--- config.mk ---
export PLATFORM = sky130hd
export DESIGN_NAME = huff_bitpacker
export DESIGN_NICKNAME = d
export VERILOG_FILES = /design/src/rtl/huff_pkg.sv /design/src/rtl/huff_code_lookup.sv /design/src/rtl/huff_bitpacker.sv
export SDC_FILE = /design/constraint.sdc
export NUM_CORES = 1
export LEC_CHECK = 0
export ABC_AREA = 0
export BUFFER_PORTS_ARGS = -buffer_cell sky130_fd_sc_hd__buf_2
export CAP_MARGIN = 10
export CORE_MARGIN = 4
export CORE_UTILIZATION = 60
export DETAILED_ROUTE_END_ITERATION = 16
export HOLD_SLACK_MARGIN = 0.1
export PLACE_DENSITY = 0.8
export SLEW_MARGIN = 20
export SYNTH_ARGS = -nofsm -noshare
export SYNTH_HDL_FRONTEND = slang
export SYNTH_HIERARCHICAL = 1
export SYNTH_SLANG_ARGS = --single-unit
--- constraint.sdc ---
create_clock -name clk -period 3.85 [get_ports clk]
set_clock_uncertainty 0.1 [all_clocks]
set_input_delay 0.77 -clock clk [delete_from_list [all_inputs] [get_ports clk]]
set_output_delay 0.77 -clock clk [all_outputs]
set_load 0.02 [all_outputs]
--- src/rtl/huff_pkg.sv ---
`default_nettype none
// ============================================================================
// Module   : huff_pkg
// Brief    : Shared sizes, table entry type, state encoding and table word
//            field positions for the Huffman bit packer.
// Revision : 1.0 - initial release
// ============================================================================
package huff_pkg;

    parameter int MAX_CHAR_COUNT = 3;
    parameter int CODE_W         = 3;
    parameter int LEN_W          = $clog2(CODE_W + 1);

    // 9-bit table word layout: [8]=valid, [7:0]=payload
    localparam int c_tw_valid_bit = 8;
    localparam int c_tw_char_msb  = 7;
    localparam int c_tw_mask_msb  = 5;
    localparam int c_tw_mask_lsb  = 3;
    localparam int c_tw_value_msb = 2;

    typedef struct packed {
        logic [7:0]        ch;
        logic [CODE_W-1:0] mask;
        logic [CODE_W-1:0] value;
    } tbl_entry_t;

    typedef enum logic [1:0] {
        LOAD_CHAR = 2'd0,
        LOAD_CODE = 2'd1,
        ENCODE    = 2'd2,
        FLUSH     = 2'd3
    } state_t;

    function automatic logic [LEN_W-1:0] popcount(input logic [CODE_W-1:0] v);
        logic [LEN_W-1:0] n;
        n = '0;
        for (int i = 0; i < CODE_W; i++) begin
            n = n + LEN_W'(v[i]);
        end
        return n;
    endfunction

endpackage
`default_nettype wire

--- src/rtl/huff_code_lookup.sv ---
`default_nettype none
// ============================================================================
// Module   : huff_code_lookup
// Brief    : Combinational symbol-to-code match; lowest table index wins.
// Revision : 1.0 - initial release
// ============================================================================
module huff_code_lookup
    import huff_pkg::*;
(
    input  logic [7:0]        i_sym,
    input  tbl_entry_t        i_table [MAX_CHAR_COUNT],
    output logic              o_hit,
    output logic [LEN_W-1:0]  o_len,
    output logic [CODE_W-1:0] o_value
);

    // Scanning from the top down lets the lowest matching index overwrite last.
    always_comb begin
        o_hit   = 1'b0;
        o_len   = '0;
        o_value = '0;
        for (int i = MAX_CHAR_COUNT - 1; i >= 0; i--) begin
            if (i_table[i].ch == i_sym) begin
                o_hit   = 1'b1;
                o_len   = popcount(i_table[i].mask);
                o_value = i_table[i].value & i_table[i].mask;
            end
        end
    end

endmodule
`default_nettype wire

--- src/rtl/huff_bitpacker.sv ---
`default_nettype none
// ============================================================================
// Module   : huff_bitpacker
// Brief    : Loads a Huffman code table from the encoder stream, then packs
//            symbol codes MSB-first into bytes with flush/padding support.
// Revision : 1.0 - initial release
// ============================================================================
module huff_bitpacker
    import huff_pkg::*;
#(
    parameter int BUF_W = 16
) (
    input  logic       clk,
    input  logic       reset,
    input  logic [8:0] tbl_in,
    input  logic       sym_valid,
    input  logic [7:0] sym_in,
    output logic       sym_ready,
    input  logic       flush,
    output logic       byte_valid,
    output logic [7:0] byte_out,
    input  logic       byte_ready,
    output logic       table_loaded,
    output logic       err_unknown,
    output logic       flush_done
);

    localparam int c_cnt_w = $clog2(BUF_W + 1);
    localparam int c_k_w   = $clog2(MAX_CHAR_COUNT + 1);
    localparam logic [c_cnt_w-1:0] c_byte_bits = c_cnt_w'(8);
    localparam logic [c_k_w-1:0]   c_last_k    = c_k_w'(MAX_CHAR_COUNT - 1);

    state_t              r_state;
    state_t              w_state_next;
    tbl_entry_t          r_tbl [MAX_CHAR_COUNT];
    logic [c_k_w-1:0]    r_k;
    logic                r_loaded;
    logic [BUF_W-1:0]    r_acc;
    logic [c_cnt_w-1:0]  r_count;
    logic                r_err;

    logic                w_tbl_valid;
    logic                w_sym_ready;
    logic                w_byte_valid;
    logic                w_accept;
    logic                w_take;
    logic                w_append;
    logic                w_hit;
    logic [LEN_W-1:0]    w_len;
    logic [CODE_W-1:0]   w_value;
    logic [BUF_W-1:0]    w_acc_shift;
    logic [BUF_W-1:0]    w_acc_next;
    logic [BUF_W-1:0]    w_code_top;
    logic [c_cnt_w-1:0]  w_cnt_shift;
    logic [c_cnt_w-1:0]  w_cnt_next;

    huff_code_lookup u_lookup (
        .i_sym   (sym_in),
        .i_table (r_tbl),
        .o_hit   (w_hit),
        .o_len   (w_len),
        .o_value (w_value)
    );

    assign w_tbl_valid  = tbl_in[c_tw_valid_bit];
    assign w_sym_ready  = (r_state == ENCODE) && (r_count < c_byte_bits) && !flush;
    assign w_byte_valid = (r_count >= c_byte_bits) || ((r_state == FLUSH) && (r_count != '0));
    assign w_accept     = sym_valid && w_sym_ready;
    assign w_take       = w_byte_valid && byte_ready;
    assign w_append     = w_accept && w_hit;

    always_comb begin
        w_state_next = r_state;
        case (r_state)
            LOAD_CHAR: if (w_tbl_valid) w_state_next = LOAD_CODE;
            LOAD_CODE: if (w_tbl_valid) w_state_next = (r_k == c_last_k) ? ENCODE : LOAD_CHAR;
            ENCODE:    if (flush) w_state_next = FLUSH;
            FLUSH:     if (r_count == '0) w_state_next = ENCODE;
            default:   w_state_next = LOAD_CHAR;
        endcase
    end

    always_ff @(posedge clk or negedge reset) begin
        if (!reset) begin
            r_state <= LOAD_CHAR;
        end else begin
            r_state <= w_state_next;
        end
    end

    always_ff @(posedge clk or negedge reset) begin
        if (!reset) begin
            for (int i = 0; i < MAX_CHAR_COUNT; i++) begin
                r_tbl[i] <= '0;
            end
            r_k      <= '0;
            r_loaded <= 1'b0;
        end else begin
            if ((r_state == LOAD_CHAR) && w_tbl_valid) begin
                r_tbl[r_k].ch <= tbl_in[c_tw_char_msb:0];
            end
            if ((r_state == LOAD_CODE) && w_tbl_valid) begin
                r_tbl[r_k].mask  <= tbl_in[c_tw_mask_msb:c_tw_mask_lsb];
                r_tbl[r_k].value <= tbl_in[c_tw_value_msb:0];
                r_k              <= r_k + 1'b1;
                if (r_k == c_last_k) begin
                    r_loaded <= 1'b1;
                end
            end
        end
    end

    // Drain first, then append the new code right after the surviving bits.
    always_comb begin
        w_acc_shift = r_acc;
        w_cnt_shift = r_count;
        if (w_take) begin
            w_acc_shift = r_acc << 8;
            w_cnt_shift = (r_count >= c_byte_bits) ? (r_count - c_byte_bits) : '0;
        end
        w_code_top = BUF_W'(w_value) << (c_cnt_w'(BUF_W) - c_cnt_w'(w_len));
        w_acc_next = w_acc_shift;
        w_cnt_next = w_cnt_shift;
        if (w_append) begin
            w_acc_next = w_acc_shift | (w_code_top >> w_cnt_shift);
            w_cnt_next = w_cnt_shift + c_cnt_w'(w_len);
        end
    end

    always_ff @(posedge clk or negedge reset) begin
        if (!reset) begin
            r_acc   <= '0;
            r_count <= '0;
            r_err   <= 1'b0;
        end else begin
            r_acc   <= w_acc_next;
            r_count <= w_cnt_next;
            r_err   <= w_accept && !w_hit;
        end
    end

    assign sym_ready    = w_sym_ready;
    assign byte_valid   = w_byte_valid;
    assign byte_out     = r_acc[BUF_W-1 -: 8];
    assign table_loaded = r_loaded;
    assign err_unknown  = r_err;
    assign flush_done   = (r_state == FLUSH) && (r_count == '0);

endmodule
`default_nettype wire

# After elaboration in Yosys (flattened, before gate mapping)
# Cells that the tools add are included.
[classes]
reduce_logical = 19
order_cmp = 4
mux = 31
n_addsub = 10
n_shift = 2
eq_ne = 11
n_bitwise = 5
[op_table]
columns = ["operator", "count"]
rows = [
  ["$bwmux W42", 3],
  ["$demux W14 S2", 3],
  ["$mux W42", 2],
  ["$mux W16", 2],
  ["$eq A8 B8 Y1", 3],
  ["$mux W2", 8],
  ["$or A16 B16 Y16", 1],
  ["$shl A3 B5 Y16", 1],
  ["$shr A16 B5 Y16", 1],
  ["$mux W5", 3],
  ["$mux W14", 1],
  ["$mux W3", 4],
  ["$logic_and A1 B1 Y1", 11],
  ["$and A3 B3 Y3", 3],
  ["$pmux W2 S4", 1],
  ["$add A1 B1 Y2", 3],
  ["$add A2 B1 Y2", 3],
  ["$eq A2 B2 Y1 const B", 3],
  ["$mux W6", 1],
  ["$ne A2 B2 Y1 const B", 3],
  ["$add A5 B2 Y5", 1],
  ["$ge A5 B4 Y1 const B", 1],
  ["$logic_not A5 Y1", 1],
  ["$lt A5 B4 Y1 const B", 1],
  ["other kinds (15)", 18],
]
[word_totals]
elab_cells = 97
output_inout_bits = 13
ff_bits = 69
in_bits = 22

# Depth between registers and ports, before layout
[depth]
depth_word = 10
ltp_mapped = 13
depth_no_buf = 12

# Hierarchy
# The synthesis kept the hierarchy.
[by_module_without_submodules]
columns = ["mod", "area_per_inst_um2", "cells_per_inst", "seq_area_each_um2", "instances"]
rows = [
  ["huff_bitpacker", 3417.0, 286, 1726.7, 1],
  ["huff_code_lookup", 564.3, 67, 0.0, 1],
]

# Worst setup path before layout
# Ideal clock, no wire load.
[synth_timing]
kind = "in2reg"
from = "input port sym_in[7]"
to = "register r_acc[1]"
required_time_ns = 3.654
setup_time_ns = 0.096
stages = 13
t_arrival_ns = 3.619
n_path_buf = 2
setup_slack_ns = 0.035
path_cell_list = "xnor2_1 > nand4_2 > or2_1 > buf_6 > a31oi_1 > buf_2 > inv_1 > ha_1 > or4b_1 > or4b_1 > nor2_1 > a32oi_1 > o31ai_1"
[synth_between]
elab_chain_cells = 9
word_cells_on_any_way = 18
cone_classes = "add/sub: 1; eq/ne: 3; shift: 2; mux: 10; bitwise: 1; reduce/logical: 1"
[synth_lines]
columns = ["item", "line", "source"]
rows = [
  ["start, declared", "huff_bitpacker.sv:17", "input logic [7:0] sym_in,"],
  ["$eq A8 B8 Y1", "huff_code_lookup.sv:23", "if (i_table[i].ch == i_sym) begin"],
  ["$mux W2 (2 in a row)", "huff_code_lookup.sv:23", ""],
  ["$mux W2 *", "huff_code_lookup.sv:23", ""],
  ["via w_len[0]", "huff_bitpacker.sv:49", "logic [LEN_W-1:0] w_len;"],
  ["$sub A5 B2 Y5 *", "huff_bitpacker.sv:121", "w_code_top = BUF_W'(w_value) << (c_cnt_w'(BUF_W) - c_cnt_w'(w_len));"],
  ["$shl A3 B5 Y16 *", "huff_bitpacker.sv:121", ""],
  ["$shr A16 B5 Y16 *", "huff_bitpacker.sv:125", "w_acc_next = w_acc_shift | (w_code_top >> w_cnt_shift);"],
  ["$or A16 B16 Y16 *", "huff_bitpacker.sv:125", ""],
  ["$mux W16 *", "huff_bitpacker.sv:124", "if (w_append) begin"],
  ["via w_acc_next[1]", "huff_bitpacker.sv:52", "logic [BUF_W-1:0] w_acc_next;"],
  ["end signal, assigned", "huff_bitpacker.sv:136", "r_acc <= w_acc_next;"],
  ["end, declared", "huff_bitpacker.sv:38", "logic [BUF_W-1:0] r_acc;"],
]
# Mark *: on every way through the listed nets, which the timed path passes. The rest lies on a longest branch.
# A chain may end at the register's enable or synchronous reset.

# Worst setup path after layout
[layout_timing]
from = "input port sym_in[6]"
to = "register r_acc[1]"
# The elaborated chain is that of the path after synthesis.

==> metrics.cfg <==
[run_status]
status = completed

[placed_design]
numPortBuffers = 34
place_area_mm2 = 0.00429
hpwl_um = 6390
gp_congestion = 0.937

[clock_tree]
cts_hold_buf = 0
cts.sinks = 69
insertion_delay_ns = 0.36
cts_tree = yes
cts_root_buf = clkbuf_8
cts_resized = 0
htreeDepth = 3
clockBufferDepth = 2
postCtsSetupRepairBufs = 0
cts_buffers = 9
path_clk_slew_ns = 0.08

[synth]
yosysMostFrequentCell = dfrtp_1
syn_nets = 386
ys_seq_area_share_pct = 43.4
synth_ff_type = dfrtp_1
synth.avg_cell_area_um2 = 11.3
yosysTopAreaCell = dfrtp_1
synth_area_leaders = dfrtp_1 43%, mux2_2 12%, xnor2_1 4.4%
synthCells = 353
synth_top_area_share_pct = 43.4
ys_seq_elements = 69
synth_commonest_cells = 69 x dfrtp_1, 43 x mux2_2, 24 x nand2_1
synth.distinct_cells = 62
synth-async-reset-ratio_pct = 100
yosysWarnings = 6
netlist_area_mm2 = 0.00398
synth_edf_count = 0

[drt]
via_per_inst = 5.97
highest-signal-layer = met4
first_iter_violations = 106
met2_length_um = 4430
routed-wl-met3_um = 348
vias = 2877
wl_met1_um = 3460
drc = 0
wl_um = 8560
routedWlPerCell_um = 17.8
firstDrtPassIters = 4
ant_nets = 0

[critical_path]
start_kind = input port
crit_fanout = 4
worst_path_max_delay_cell = or4b_1
end_kind = flop
crit_top_cell = or4b_1
cp_top_family = simple AND/OR/NAND/NOR gates
path_class = in -> reg
cp_data_required_time_ns = 4.00
arrival_ns = 3.72
cp.buffers_inverters = 2
path_cells = buf_2 > xor2_1 > nor4_4 > o2111ai_1 > a31oi_1 > inv_1 > ha_1 > or4b_1 > or4b_1 > nor2_1 > a32oi_1 > o31ai_1
cpPeakStageDelay_ns = 0.56

[sta]
fmax_mhz = 280
finalCriticalPeriod_ns = 3.57
finalMaxSlewViolations = 0
hold_violations = 0
slew_headroom_pct = 45.3
setup-violations-final = 0
worst_pin_slew_ns = 0.820
rsz0062_at_grt = false
fin_crit_sh_pct = 92.6

[cells_and_area]
area_delta_synth_final_pct = 13.0
final_cell_area_mm2 = 0.00450
final_util_pct = 70.5
final.fill_count = 488
antenna_cells = 0
seq_area_mm2 = 0.00173
drive_above_1_share_pct = 32.8
final_nets = 433
multi_input_area_mm2 = 0.00206

[floorplanning]
fp.dieH_um = 89.5
ios = 35
die_w_um = 89.5
core_area_mm2 = 0.00639
row_count = 29
initial_core_util_pct = 62.3
die-area_mm2 = 0.00800

[global_route]
groute.usage.overall_pct = 23.7
grt_overflow = 0
grt_pass1_vias = 3001
grt_pass1_wl_um = 14200
antenna_found_initial = 0
grt_max_degree = 29

[power]
totalPowerFinal_mw = 2.81
leakagePower_nw = 2.01
peakVddDrop_v = 0.000450
power_density_mw_per_mm2 = 625

[worst_hold_path]
hold_class = in -> async

[run]
maxCapViolCount = 0

==> cell usage in the layout (no fill, tap or decap), types with 2 or more instances in the layout <==
cell type	Yosys	final
a211oi_1	3	3
a21o_1	2	2
a21oi_1	6	6
a31oi_1	6	6
a32oi_1	2	2
and2_1	6	6
and4_1	3	3
buf_2	5	34
buf_4	8	22
clkbuf_8	0	11
clkinvlp_4	0	2
dfrtp_1	69	69
fa_1	4	4
ha_1	7	7
inv_1	18	18
mux2_2	43	43
mux2i_1	14	13
nand2_1	24	24
nand2b_1	5	5
nand3_1	9	9
nand4_1	8	8
nand4_2	2	2
nor2_1	8	8
nor3_1	7	7
nor4_4	2	2
o2111ai_1	5	5
o211ai_1	3	3
o211ai_2	2	2
o21ai_0	10	10
o21ai_1	3	3
o31ai_1	2	2
o32ai_1	2	2
or3_1	2	2
or4b_1	2	2
xnor2_1	20	20
xor2_1	9	9
==> logic make-up after synthesis <==
group	after synthesis	synth area share, %
muxes	57	15.7
and+or+nand+nor	89	13.6
xor gates and xnor gates	29	6.38
DFF	69	43.4
adders and majority gates	11	4.21
buffers and inverters	38	4.90
AOI/OAI and AO/OA	60	11.8
==> report_power, final <==
part	switching, mW	total [mW]	internal, mW	leakage, nW
combinational	0.511	1.00	0.490	1.03
clock	0.280	0.614	0.334	0.102
sequential	0.212	1.19	0.982	0.881
total	1.00	2.81	1.81	2.01
==> metal layers <==
metal | GRT usage [%] | vias to the layer above
li1 | - | 1374
met2 | 42.4 | 77
met3 | 4.61 | 27
met4 | 11.9 | 0
met5 | 0 | -
met1 | 26.8 | 1399
==> path summary, 6_finish.rpt <==
kind	start	end	slack, ns	depth (start not counted)
worst min-delay path	reset	r_tbl[32]	0.32	1
worst max register to register	r_tbl[20]	r_acc[1]	0.45	11
worst max-delay path	sym_in[6]	r_acc[1]	0.28	12
worst min register to register	r_acc[0]	r_acc[0]	0.39	2
min in group clk	r_acc[0]	r_acc[0]	0.39	2
max in group asynchronous	reset	r_tbl[23]	2.56	2
==> cell type report <==
cell class | count | share of cell area, %
inverters | 18 | 1.50
repair buffers | 56 | 7.45
well taps | 77 | 2.14
multi-input cells | 246 | 45.9
clock inverters | 5 | 1.31
flip-flops and latches | 69 | 38.4
clock buffers | 11 | 3.36
==> state kept, by name (all words and copies together) (netlist names) <==
signal and count:
r_tbl 42, r_acc 16, r_count 5, r_k 2
r_state 2, err_unknown 1, table_loaded 1
==> worst reg2reg max path, cell delays in order, from the launching register on <==
cell	delay, ns
dfrtp_1	0.40
xnor2_1	0.25
and4_1	0.35
nand3_1	0.11
a31oi_1	0.22
inv_1	0.09
ha_1	0.34
or4b_1	0.56
or4b_1	0.52
nor2_1	0.15
a32oi_1	0.11
o31ai_1	0.11
==> through the flow <==
stage               hold slack [ns]  instances  setup WS, ns  TNS (ns)
detailed placement            0.373        466       -0.0955    -0.315
global route                  0.359        482        0.0889         0
floorplan                     0.348        353        0.0351         0
finish                        0.322        482         0.284         0
CTS                           0.333        482         0.276         0
global placement              0.344        466       -0.0147   -0.0249
Power figures use the tool's default switching activity.
